<file path="config.mk">
export PLATFORM = sky130hd
export DESIGN_NAME = uart_prog_loader
export DESIGN_NICKNAME = d
export VERILOG_FILES = /design/src/rtl/prog_loader_pkg.sv /design/src/rtl/prog_uart_rx.sv /design/src/rtl/uart_prog_loader.sv
export SDC_FILE = /design/constraint.sdc
export NUM_CORES = 1
export LEC_CHECK = 0
export ABC_AREA = 0
export CORE_MARGIN = 5
export CORE_UTILIZATION = 55
export DETAILED_ROUTE_END_ITERATION = 8
export PLACE_DENSITY_LB_ADDON = 0.05
export SYNTH_ARGS = -nofsm -noshare
export SYNTH_HDL_FRONTEND = slang
export SYNTH_SLANG_ARGS = --single-unit
</file>
<file path="constraint.sdc">
create_clock -name clk -period 7.45 [get_ports clk]
set_clock_uncertainty 0.1 [all_clocks]
set_input_delay 1.8625 -clock clk [delete_from_list [all_inputs] [get_ports clk]]
set_output_delay 1.8625 -clock clk [all_outputs]
set_load 0.01 [all_outputs]
</file>
<file path="src/rtl/prog_loader_pkg.sv">
// prog_loader_pkg: shared constants and FSM encoding for the UART program loader
package prog_loader_pkg;
    localparam int IMEM_DEPTH = 256;
    localparam int BYTE_W = 8;
    localparam int WORD_W = 32;
    localparam int ADDR_W = $clog2(IMEM_DEPTH);
    localparam logic [BYTE_W-1:0] SYNC_DEFAULT = 8'hA5;
    typedef enum logic [1:0] {S_IDLE, S_COUNT, S_DATA, S_CHECK} state_t;
endpackage

</file>
<file path="src/rtl/prog_uart_rx.sv">
// prog_uart_rx: 8N1 receiver with 2-flop synchronizer, mid-bit sampling and framing-error detect
module prog_uart_rx
    import prog_loader_pkg::*;
#(
    parameter int CLKS_PER_BIT = 434
) (
    input  logic              clk,
    input  logic              reset,
    input  logic              uart_rx,
    output logic              byte_valid,
    output logic [BYTE_W-1:0] byte_data,
    output logic              frame_err
);
    localparam int CW = $clog2(CLKS_PER_BIT + 1);
    localparam logic [CW-1:0] FULL = CW'(CLKS_PER_BIT - 1);
    localparam logic [CW-1:0] HALF = CW'(CLKS_PER_BIT / 2 - 1);
    typedef enum logic [1:0] {R_IDLE, R_START, R_DATA, R_STOP} rx_state_t;
    rx_state_t st;
    logic [2:0] sync;
    logic [CW-1:0] cnt;
    logic [2:0] bit_idx;
    logic [BYTE_W-1:0] shreg;
    logic rx;
    assign rx = sync[1];
    // sync[2] is the previous synchronized sample, used for falling-edge start detection
    always_ff @(posedge clk or posedge reset) begin
        if (reset) begin
            sync <= 3'b111;
            st <= R_IDLE;
            cnt <= '0;
            bit_idx <= '0;
            shreg <= '0;
            byte_valid <= 1'b0;
            byte_data <= '0;
            frame_err <= 1'b0;
        end else begin
            sync <= {sync[1:0], uart_rx};
            byte_valid <= 1'b0;
            frame_err <= 1'b0;
            case (st)
                R_IDLE: begin
                    cnt <= '0;
                    if (sync[2] && !rx) st <= R_START;
                end
                R_START: begin
                    cnt <= cnt == HALF ? '0 : cnt + CW'(1);
                    bit_idx <= '0;
                    if (cnt == HALF) st <= rx ? R_IDLE : R_DATA;
                end
                R_DATA: begin
                    cnt <= cnt == FULL ? '0 : cnt + CW'(1);
                    if (cnt == FULL) begin
                        shreg <= {rx, shreg[7:1]};
                        bit_idx <= bit_idx + 3'd1;
                        if (bit_idx == 3'd7) st <= R_STOP;
                    end
                end
                R_STOP: begin
                    cnt <= cnt == FULL ? '0 : cnt + CW'(1);
                    if (cnt == FULL) begin
                        st <= R_IDLE;
                        byte_valid <= rx;
                        frame_err <= !rx;
                        byte_data <= rx ? shreg : byte_data;
                    end
                end
            endcase
        end
    end
endmodule

</file>
<file path="src/rtl/uart_prog_loader.sv">
// uart_prog_loader: parses UART load packets and writes 32-bit words into instruction memory
module uart_prog_loader
    import prog_loader_pkg::*;
#(
    parameter int CLKS_PER_BIT = 434,
    parameter int TIMEOUT_CYCLES = 1_000_000,
    parameter logic [BYTE_W-1:0] SYNC_BYTE = SYNC_DEFAULT
) (
    input  logic              clk,
    input  logic              reset,
    input  logic              uart_rx,
    output logic              mem_we,
    output logic [ADDR_W-1:0] mem_addr,
    output logic [WORD_W-1:0] mem_wdata,
    output logic              cpu_hold,
    output logic              load_done,
    output logic              load_error,
    output logic [ADDR_W:0]   words_loaded
);
    localparam int TW = $clog2(TIMEOUT_CYCLES + 1);
    logic byte_valid, frame_err;
    logic [BYTE_W-1:0] byte_data;
    state_t state;
    logic [ADDR_W:0] count;
    logic [1:0] byte_idx;
    logic [WORD_W-BYTE_W-1:0] word_buf;
    logic [BYTE_W-1:0] csum;
    logic [TW-1:0] tmo;
    logic abort;
    logic [ADDR_W:0] next_words;

    prog_uart_rx #(.CLKS_PER_BIT(CLKS_PER_BIT)) u_rx (
        .clk       (clk),
        .reset     (reset),
        .uart_rx   (uart_rx),
        .byte_valid(byte_valid),
        .byte_data (byte_data),
        .frame_err (frame_err)
    );

    assign abort = state != S_IDLE && (frame_err || (!byte_valid && tmo == TW'(TIMEOUT_CYCLES - 1)));
    assign next_words = words_loaded + (ADDR_W+1)'(1);

    always_ff @(posedge clk or posedge reset) begin
        if (reset) begin
            state <= S_IDLE;
            count <= '0;
            byte_idx <= '0;
            word_buf <= '0;
            csum <= '0;
            tmo <= '0;
            mem_we <= 1'b0;
            mem_addr <= '0;
            mem_wdata <= '0;
            cpu_hold <= 1'b0;
            load_done <= 1'b0;
            load_error <= 1'b0;
            words_loaded <= '0;
        end else begin
            mem_we <= 1'b0;
            load_done <= 1'b0;
            tmo <= (state == S_IDLE || byte_valid) ? '0 : tmo + TW'(1);
            if (abort) begin
                state <= S_IDLE;
                load_error <= 1'b1;
            end else if (byte_valid) begin
                case (state)
                    S_IDLE: if (byte_data == SYNC_BYTE) begin
                        state <= S_COUNT;
                        cpu_hold <= 1'b1;
                        load_error <= 1'b0;
                        words_loaded <= '0;
                        csum <= '0;
                        byte_idx <= '0;
                    end
                    S_COUNT: begin
                        count <= {byte_data == '0, byte_data};
                        state <= S_DATA;
                    end
                    S_DATA: begin
                        csum <= csum ^ byte_data;
                        byte_idx <= byte_idx + 2'd1;
                        word_buf <= {byte_data, word_buf[WORD_W-BYTE_W-1:BYTE_W]};
                        if (byte_idx == 2'd3) begin
                            mem_we <= 1'b1;
                            mem_addr <= words_loaded[ADDR_W-1:0];
                            mem_wdata <= {byte_data, word_buf};
                            words_loaded <= next_words;
                            if (next_words == count) state <= S_CHECK;
                        end
                    end
                    S_CHECK: begin
                        state <= S_IDLE;
                        load_done <= byte_data == csum;
                        cpu_hold <= byte_data != csum;
                        load_error <= byte_data != csum;
                    end
                endcase
            end
        end
    end
endmodule

</file>
==> results of run 1 <==
## stage by stage
stage	cells	total power, mW	cell area, um2
finish	815	1.75	8350
global route	815	1.82	8350
CTS	815	1.77	8350
detailed placement	783	0.943	7790
global placement	783	0.940	7790
floorplan	582	0.924	7200
## cell families (layout without fill, tap and decap cells)
kind of cell    Yosys count  count (layout)  synth area share, %
fa+ha+maj                13              13                 2.26
xor+xnor                 40              40                 4.87
buf+inv                  43             104                 3.56
mux                      90              90                 17.1
compound gates           78              78                 6.99
flops                   153             153                 53.2
simple gates            165             165                 12.0
## sequential cells by signal (all words and copies together) (netlist names), 2 cells and up, named ones only
name and flops:
state 2, csum 8, u_rx.sync 3, words_loaded 9, u_rx.bit_idx 3, word_buf 24, u_rx.cnt 9, mem_wdata 32
count 9, u_rx.byte_data 8, mem_addr 8, byte_idx 2, u_rx.shreg 8, tmo 20
## synth_stat cells, types with 2 or more instances
library cell                number
sky130_fd_sc_hd__and3_1          4
sky130_fd_sc_hd__o21ai_0        37
sky130_fd_sc_hd__a21oi_1         9
sky130_fd_sc_hd__buf_6           4
sky130_fd_sc_hd__inv_1          14
sky130_fd_sc_hd__o31ai_1         5
sky130_fd_sc_hd__nor3_1          7
sky130_fd_sc_hd__and2_1          6
sky130_fd_sc_hd__a31oi_1         2
sky130_fd_sc_hd__nand4_1         9
sky130_fd_sc_hd__a21o_1          4
sky130_fd_sc_hd__dfrtp_1       150
sky130_fd_sc_hd__mux2_2         31
sky130_fd_sc_hd__a22o_1          4
sky130_fd_sc_hd__and4_1          3
sky130_fd_sc_hd__dfstp_2         3
sky130_fd_sc_hd__nor2_1         47
sky130_fd_sc_hd__nand2b_1       11
sky130_fd_sc_hd__mux2_4         58
sky130_fd_sc_hd__clkbuf_1       20
sky130_fd_sc_hd__nor4_1          2
sky130_fd_sc_hd__nand3_1        22
sky130_fd_sc_hd__nand3b_1        2
sky130_fd_sc_hd__o21a_1          3
sky130_fd_sc_hd__xor2_1         20
sky130_fd_sc_hd__xnor2_1        20
sky130_fd_sc_hd__or2_2           3
sky130_fd_sc_hd__nor3b_1         2
sky130_fd_sc_hd__or4_1           4
sky130_fd_sc_hd__o2111ai_1       3
sky130_fd_sc_hd__ha_1           13
sky130_fd_sc_hd__a32o_1          2
sky130_fd_sc_hd__buf_12          4
sky130_fd_sc_hd__nand4bb_1       2
sky130_fd_sc_hd__or3_1           5
sky130_fd_sc_hd__nand2_1        28
## area by class of cell
cell class              instances  area, um2
multi-input cells             386       3110
repair buffers                 58        573
inverters                      14       57.6
flip-flops and latches        153       3830
fillers                      1010       4370
clock buffers                  24        472
clock inverters                 8       95.1
well taps                     172        215
## routing by layer
metal  track usage [%]  vias up  wire, um
li1                  -     2138         -
met1              23.9     2279      6110
met2              29.1       93      6540
met3              4.85       16       611
met4              6.51        0       179
met5                 0        -         0
## power by group
group	internal [mW]	switching, mW	total (mW)
Sequential	0.844	0.0182	0.862
Clock	0.508	0.318	0.826
Combinational	0.0184	0.0466	0.0650
Total	1.37	0.382	1.75
## final timing paths
check / slack [ns] / from / end
max: 3.89 / words_loaded[3] / words_loaded[3]
min: 0.26 / u_rx.sync[0] / u_rx.sync[1]
max reg2reg: 4.50 / state[0] / words_loaded[3]
min reg2reg: 0.26 / u_rx.sync[0] / u_rx.sync[1]
max in group asynchronous: 4.08 / reset / count[5]
min in group asynchronous: 1.90 / reset / mem_addr[2]
==> metrics.txt, run 1 <==
outcome finished, final reports clean; pin count of the biggest net entering global routing 94; final cell utilization of the core 65.7%; Worst Max-Slew Pin Slew 1.03 ns; Top delay family on crit path buffers and inverters; EDFF count, synth 0; maximum root-to-sink buffer count 2; number of distinct standard cells referenced by the synthesized netlist 55; Total Die Area 15500 um2; Final Cycle Share 47.8%; number of synthesis warnings 0; flip-flop cell with the highest count after synthesis sky130_fd_sc_hd__dfrtp_1; layout cells sized above 1 20.5%; Detail Route Antenna Nets 0; post-place setup slack 3.52 ns; initial antenna violation count 0; Synth Area per Inst 12.4 um2; diodes inserted 0; unrepaired setup endpoints after global routing no; worst-skew pair later-pin latency 0.42 ns; Total Nets Final 646; Setup Total Neg Slack 0 ns; I/O Buffers 55; number of global-route vias before repair 4548; highest ir drop seen on vdd 0.208 mV; clock slew seen by the registers of the worst setup and hold paths 0.06 ns; Setup WS post-layout 3.89 ns; Worst path depth 1; total congestion overflow 0; critical-path maximum fanout 12; clock sink total 153; routed wirelength normalized by instance count 16.5 um; synthesized net count 598; die width 124 um; endpoint class of the critical path output port; number of post-CTS setup repair buffers 0; gp weighted congestion 0.845; DRC violations left 0; kind of path behind the tightest hold check reg2reg; static power due to leakage 3.72 nW; async set or reset register ratio after synthesis 100%; detailed router's first-iteration violation count 303; final hold violation count 0; worst path cell trace clkdlybuf4s50_1; worst hold slack after final layout 0.263 ns; crit start category flip-flop; data required time of the worst path 5.49 ns; clock tree from TritonCTS built; total CTS buffers 17; fraction of synthesized cell area taken by the top area cell type 52.1%; Critical-path top delay cell sky130_fd_sc_hd__clkdlybuf4s50_1; die extent in y 124 um; Initial DRT Pass Iterations 5; number of maximum-capacitance constraint violations 0; synthesis-to-finish area growth 16.1%; vias per std cell 5.55; half-perimeter wire length after placement 8800 um; sequential cell area fraction in the yosys report 53.2%; Crit path buffers/inverters 1; number of vias after detailed routing 4526; post-layout min period 3.56 ns; worst slew margin relative to its limit 31.0%; highest attainable clock frequency 281 MHz; wire length of the first global-routing pass 23100 um; clock root cell sky130_fd_sc_hd__clkbuf_16; area leader, netlist sky130_fd_sc_hd__dfrtp_1; Crit Path Class reg2out; Reg2Reg Depth 9; Slew Limit Fails 0; post-synthesis cell count 582; dominant cells by area after synthesis sky130_fd_sc_hd__dfrtp_1 52%, sky130_fd_sc_hd__mux2_4 12%, sky130_fd_sc_hd__mux2_2 4.8%, sky130_fd_sc_hd__o21ai_0 2.6%, sky130_fd_sc_hd__nor2_1 2.5%; total standard cell area after synthesis 7200 um2; number of failing setup endpoints in the final timing report 0; Pwr Density 210 nW/um2; Hold Crit Depth 0; most common cell after layout, fill and taps aside sky130_fd_sc_hd__dfrtp_1; number of H-tree branching levels 4; slowest stage delay, CP 0.61 ns; leading cell types in the layout, fill and taps excluded 150 x sky130_fd_sc_hd__dfrtp_1, 58 x sky130_fd_sc_hd__mux2_4, 55 x sky130_fd_sc_hd__clkdlybuf4s50_1, 47 x sky130_fd_sc_hd__nor2_1, 37 x sky130_fd_sc_hd__o21ai_0; number of buffers inserted by hold repair at cts 0; initial core utilization 56.6%; Routed Wire Length 13400 um; Site Rows 41; flip-flop and latch count after synthesis 153; top-level port count 56; post-cts sizing count 0; placeable core region 12700 um2; overall fraction of global-route tracks in use 18.2%; Worst EP arrival 1.60 ns
No activity file was read; power rests on OpenSTA's default activity.
==> run 2, diff against run 1 <==
==> constraint.sdc (replaced) <==
create_clock -name clk -period 3.65 [get_ports clk]
set_clock_uncertainty 0.1 [all_clocks]
set_input_delay 0.9125 -clock clk [delete_from_list [all_inputs] [get_ports clk]]
set_output_delay 0.9125 -clock clk [all_outputs]
set_load 0.01 [all_outputs]
==> metrics.txt, run 2 (same netlist as run 1, synthesis figures left out) <==
top flop regs mem_wdata: 32 flops, word_buf: 24 flops, tmo: 20 flops (unchanged); outcome finished, final reports clean (unchanged); Pwr Density 430 nW/um2 (was 210 nW/um2); number of buffers inserted by hold repair at cts 0 (unchanged); Site Rows 41 (unchanged); initial antenna violation count 0 (unchanged); die width 124 um (unchanged); worst-skew pair later-pin latency 0.42 ns (about the same); Total Nets Final 651 (was 646); clock slew seen by the registers of the worst setup and hold paths 0.06 ns (about the same); maximum root-to-sink buffer count 2 (unchanged); final instance area 8430 um2 (was 8350 um2); hold_sp u_rx.sync[0] (unchanged); Crit Path Class reg2reg (was reg2out); total congestion overflow 0 (unchanged); diodes inserted 0 (unchanged); r2r startpoint tmo[7] (was state[0]); routed wirelength normalized by instance count 16.6 um (was 16.5 um); post-place setup slack 0.811 ns (was 3.52 ns); capture point of the worst reg-to-reg path csum[4] (was words_loaded[3]); Worst Max-Slew Pin Slew 0.818 ns (was 1.03 ns); number of maximum-capacitance constraint violations 0 (unchanged); most common cell after layout, fill and taps aside sky130_fd_sc_hd__dfrtp_1 (unchanged); worst hold slack after final layout 0.264 ns (was 0.263 ns); die extent in y 124 um (unchanged); worst reg2reg setup slack 0.76 ns (was 4.50 ns); DRC violations left 0 (unchanged); initial core utilization 56.6% (unchanged); Slew Limit Fails 0 (unchanged); Final Cycle Share 79.2%; highest ir drop seen on vdd 0.336 mV (was 0.208 mV); half-perimeter wire length after placement 8980 um (was 8800 um); critical-path maximum fanout 19 (was 12); Hold Crit Depth 0 (unchanged); endpoint class of the critical path flip-flop (was output port); fill count 1005 (was 1010); DP Area 7850 um2 (was 7790 um2); crit start category flip-flop (unchanged); placeable core region 12700 um2 (unchanged); number of post-CTS setup repair buffers 0 (unchanged); filler-free cell count of the finished design 817 (was 815); data required time of the worst path 3.82 ns (was 5.49 ns); max reg flops 32 (unchanged); Detail Route Antenna Nets 0 (unchanged); vias per std cell 5.47 (was 5.55); clock sink total 153 (unchanged); number of global-route vias before repair 4674 (was 4548); kind of path behind the tightest hold check reg2reg (unchanged); pin count of the biggest net entering global routing 62 (was 94); number of vias after detailed routing 4468 (was 4526); Setup Total Neg Slack 0 ns (unchanged); end point of the most critical hold path u_rx.sync[1] (unchanged); highest attainable clock frequency 346 MHz; number of failing setup endpoints in the final timing report 0 (unchanged); number of H-tree branching levels 4 (unchanged); overall power after layout 3.62 mW (was 1.75 mW); Reg2Reg Depth 6 (was 9); synthesis-to-finish area growth 17.2% (was 16.1%); clock tree from TritonCTS built (unchanged); wire length of the first global-routing pass 23400 um (was 23100 um); overall fraction of global-route tracks in use 18.3% (was 18.2%); layout cells sized above 1 21.6% (was 20.5%); leading cell types in the layout, fill and taps excluded 150 x sky130_fd_sc_hd__dfrtp_1, 58 x sky130_fd_sc_hd__mux2_4, 55 x sky130_fd_sc_hd__clkdlybuf4s50_1, 47 x sky130_fd_sc_hd__nor2_1, 37 x sky130_fd_sc_hd__o21ai_0 (unchanged); final hold violation count 0 (unchanged); clock root cell sky130_fd_sc_hd__clkbuf_16 (unchanged); unrepaired setup endpoints after global routing no (unchanged); gp weighted congestion 0.865 (was 0.845); Worst EP arrival 3.06 ns (was 1.60 ns); top-level port count 56 (unchanged); post-layout min period 2.89 ns; final cell utilization of the core 66.3% (was 65.7%); Total Die Area 15500 um2 (unchanged); Routed Wire Length 13600 um (was 13400 um); post-cts sizing count 0 (unchanged); largest register by flop count mem_wdata (unchanged); static power due to leakage 3.77 nW (was 3.72 nW); Setup WS post-layout 0.758 ns (was 3.89 ns); Initial DRT Pass Iterations 4 (was 5); detailed router's first-iteration violation count 279 (was 303); total CTS buffers 17 (unchanged); placed insts 788 (was 783); worst slew margin relative to its limit 45.2% (was 31.0%); I/O Buffers 55 (unchanged)
## run 2: changes by cell type in the layout (fill, tap and decap cells not counted), sizes merged
cell and change:
clkbuf -2, buf +5, clkinv -1
## run 2: cell type report
cell class / instances / area (um2) / share of cell area (%)
flip-flops and latches: 153 / 3830 / 45.4
repair buffers: 63 / 636 / 7.54
multi-input cells: 386 / 3110 / 36.9
well taps: 172 / 215 / 2.55
inverters: 14 / 56.3 / 0.668
clock buffers: 22 / 494 / 5.86
clock inverters: 7 / 91.3 / 1.08
## run 2: where the power goes
group / switching (mW) / internal (mW)
Clock: 0.647 / 1.08
Combinational: 0.0924 / 0.0418
Sequential: 0.0360 / 1.72
Total: 0.775 / 2.85
## run 2: routing by layer
metal	part of all wire, %	up-vias	global-route usage [%]	wire length [um]
li1	-	2150	-	-
met1	45	2225	23.7	6100
met2	50	80	29.7	6750
met3	4.3	13	5.87	581
met4	0.95	0	4.84	129
met5	0	-	0	0
## run 2: worst max-delay path, stage by stage, from the launching register on
cell                        delay [ns]
sky130_fd_sc_hd__dfrtp_1          0.43
sky130_fd_sc_hd__or4b_1           0.55
sky130_fd_sc_hd__or4_4            0.59
sky130_fd_sc_hd__o2111ai_2        0.67
sky130_fd_sc_hd__nor2_1           0.11
sky130_fd_sc_hd__o21ai_0          0.17
sky130_fd_sc_hd__o21ai_0          0.11
## run 2: how the worst max path moves through the flow
| stage | depth (start not counted) | end | slack, ns | from |
|---|---|---|---|---|
| 5_1_grt | 8 | words_loaded[4] | 0.48 | state[0] |
| 6_report | 6 | csum[4] | 0.76 | tmo[7] |
| 3_5_place_dp | 5 | mem_wdata[31] | 0.81 | tmo[7] |
| 2_1_floorplan | 1 | async pin | 0.71 | reset |
| 3_3_place_gp | 5 | mem_wdata[1] | 0.86 | tmo[7] |
| 4_1_cts | 5 | mem_wdata[31] | 0.77 | tmo[7] |
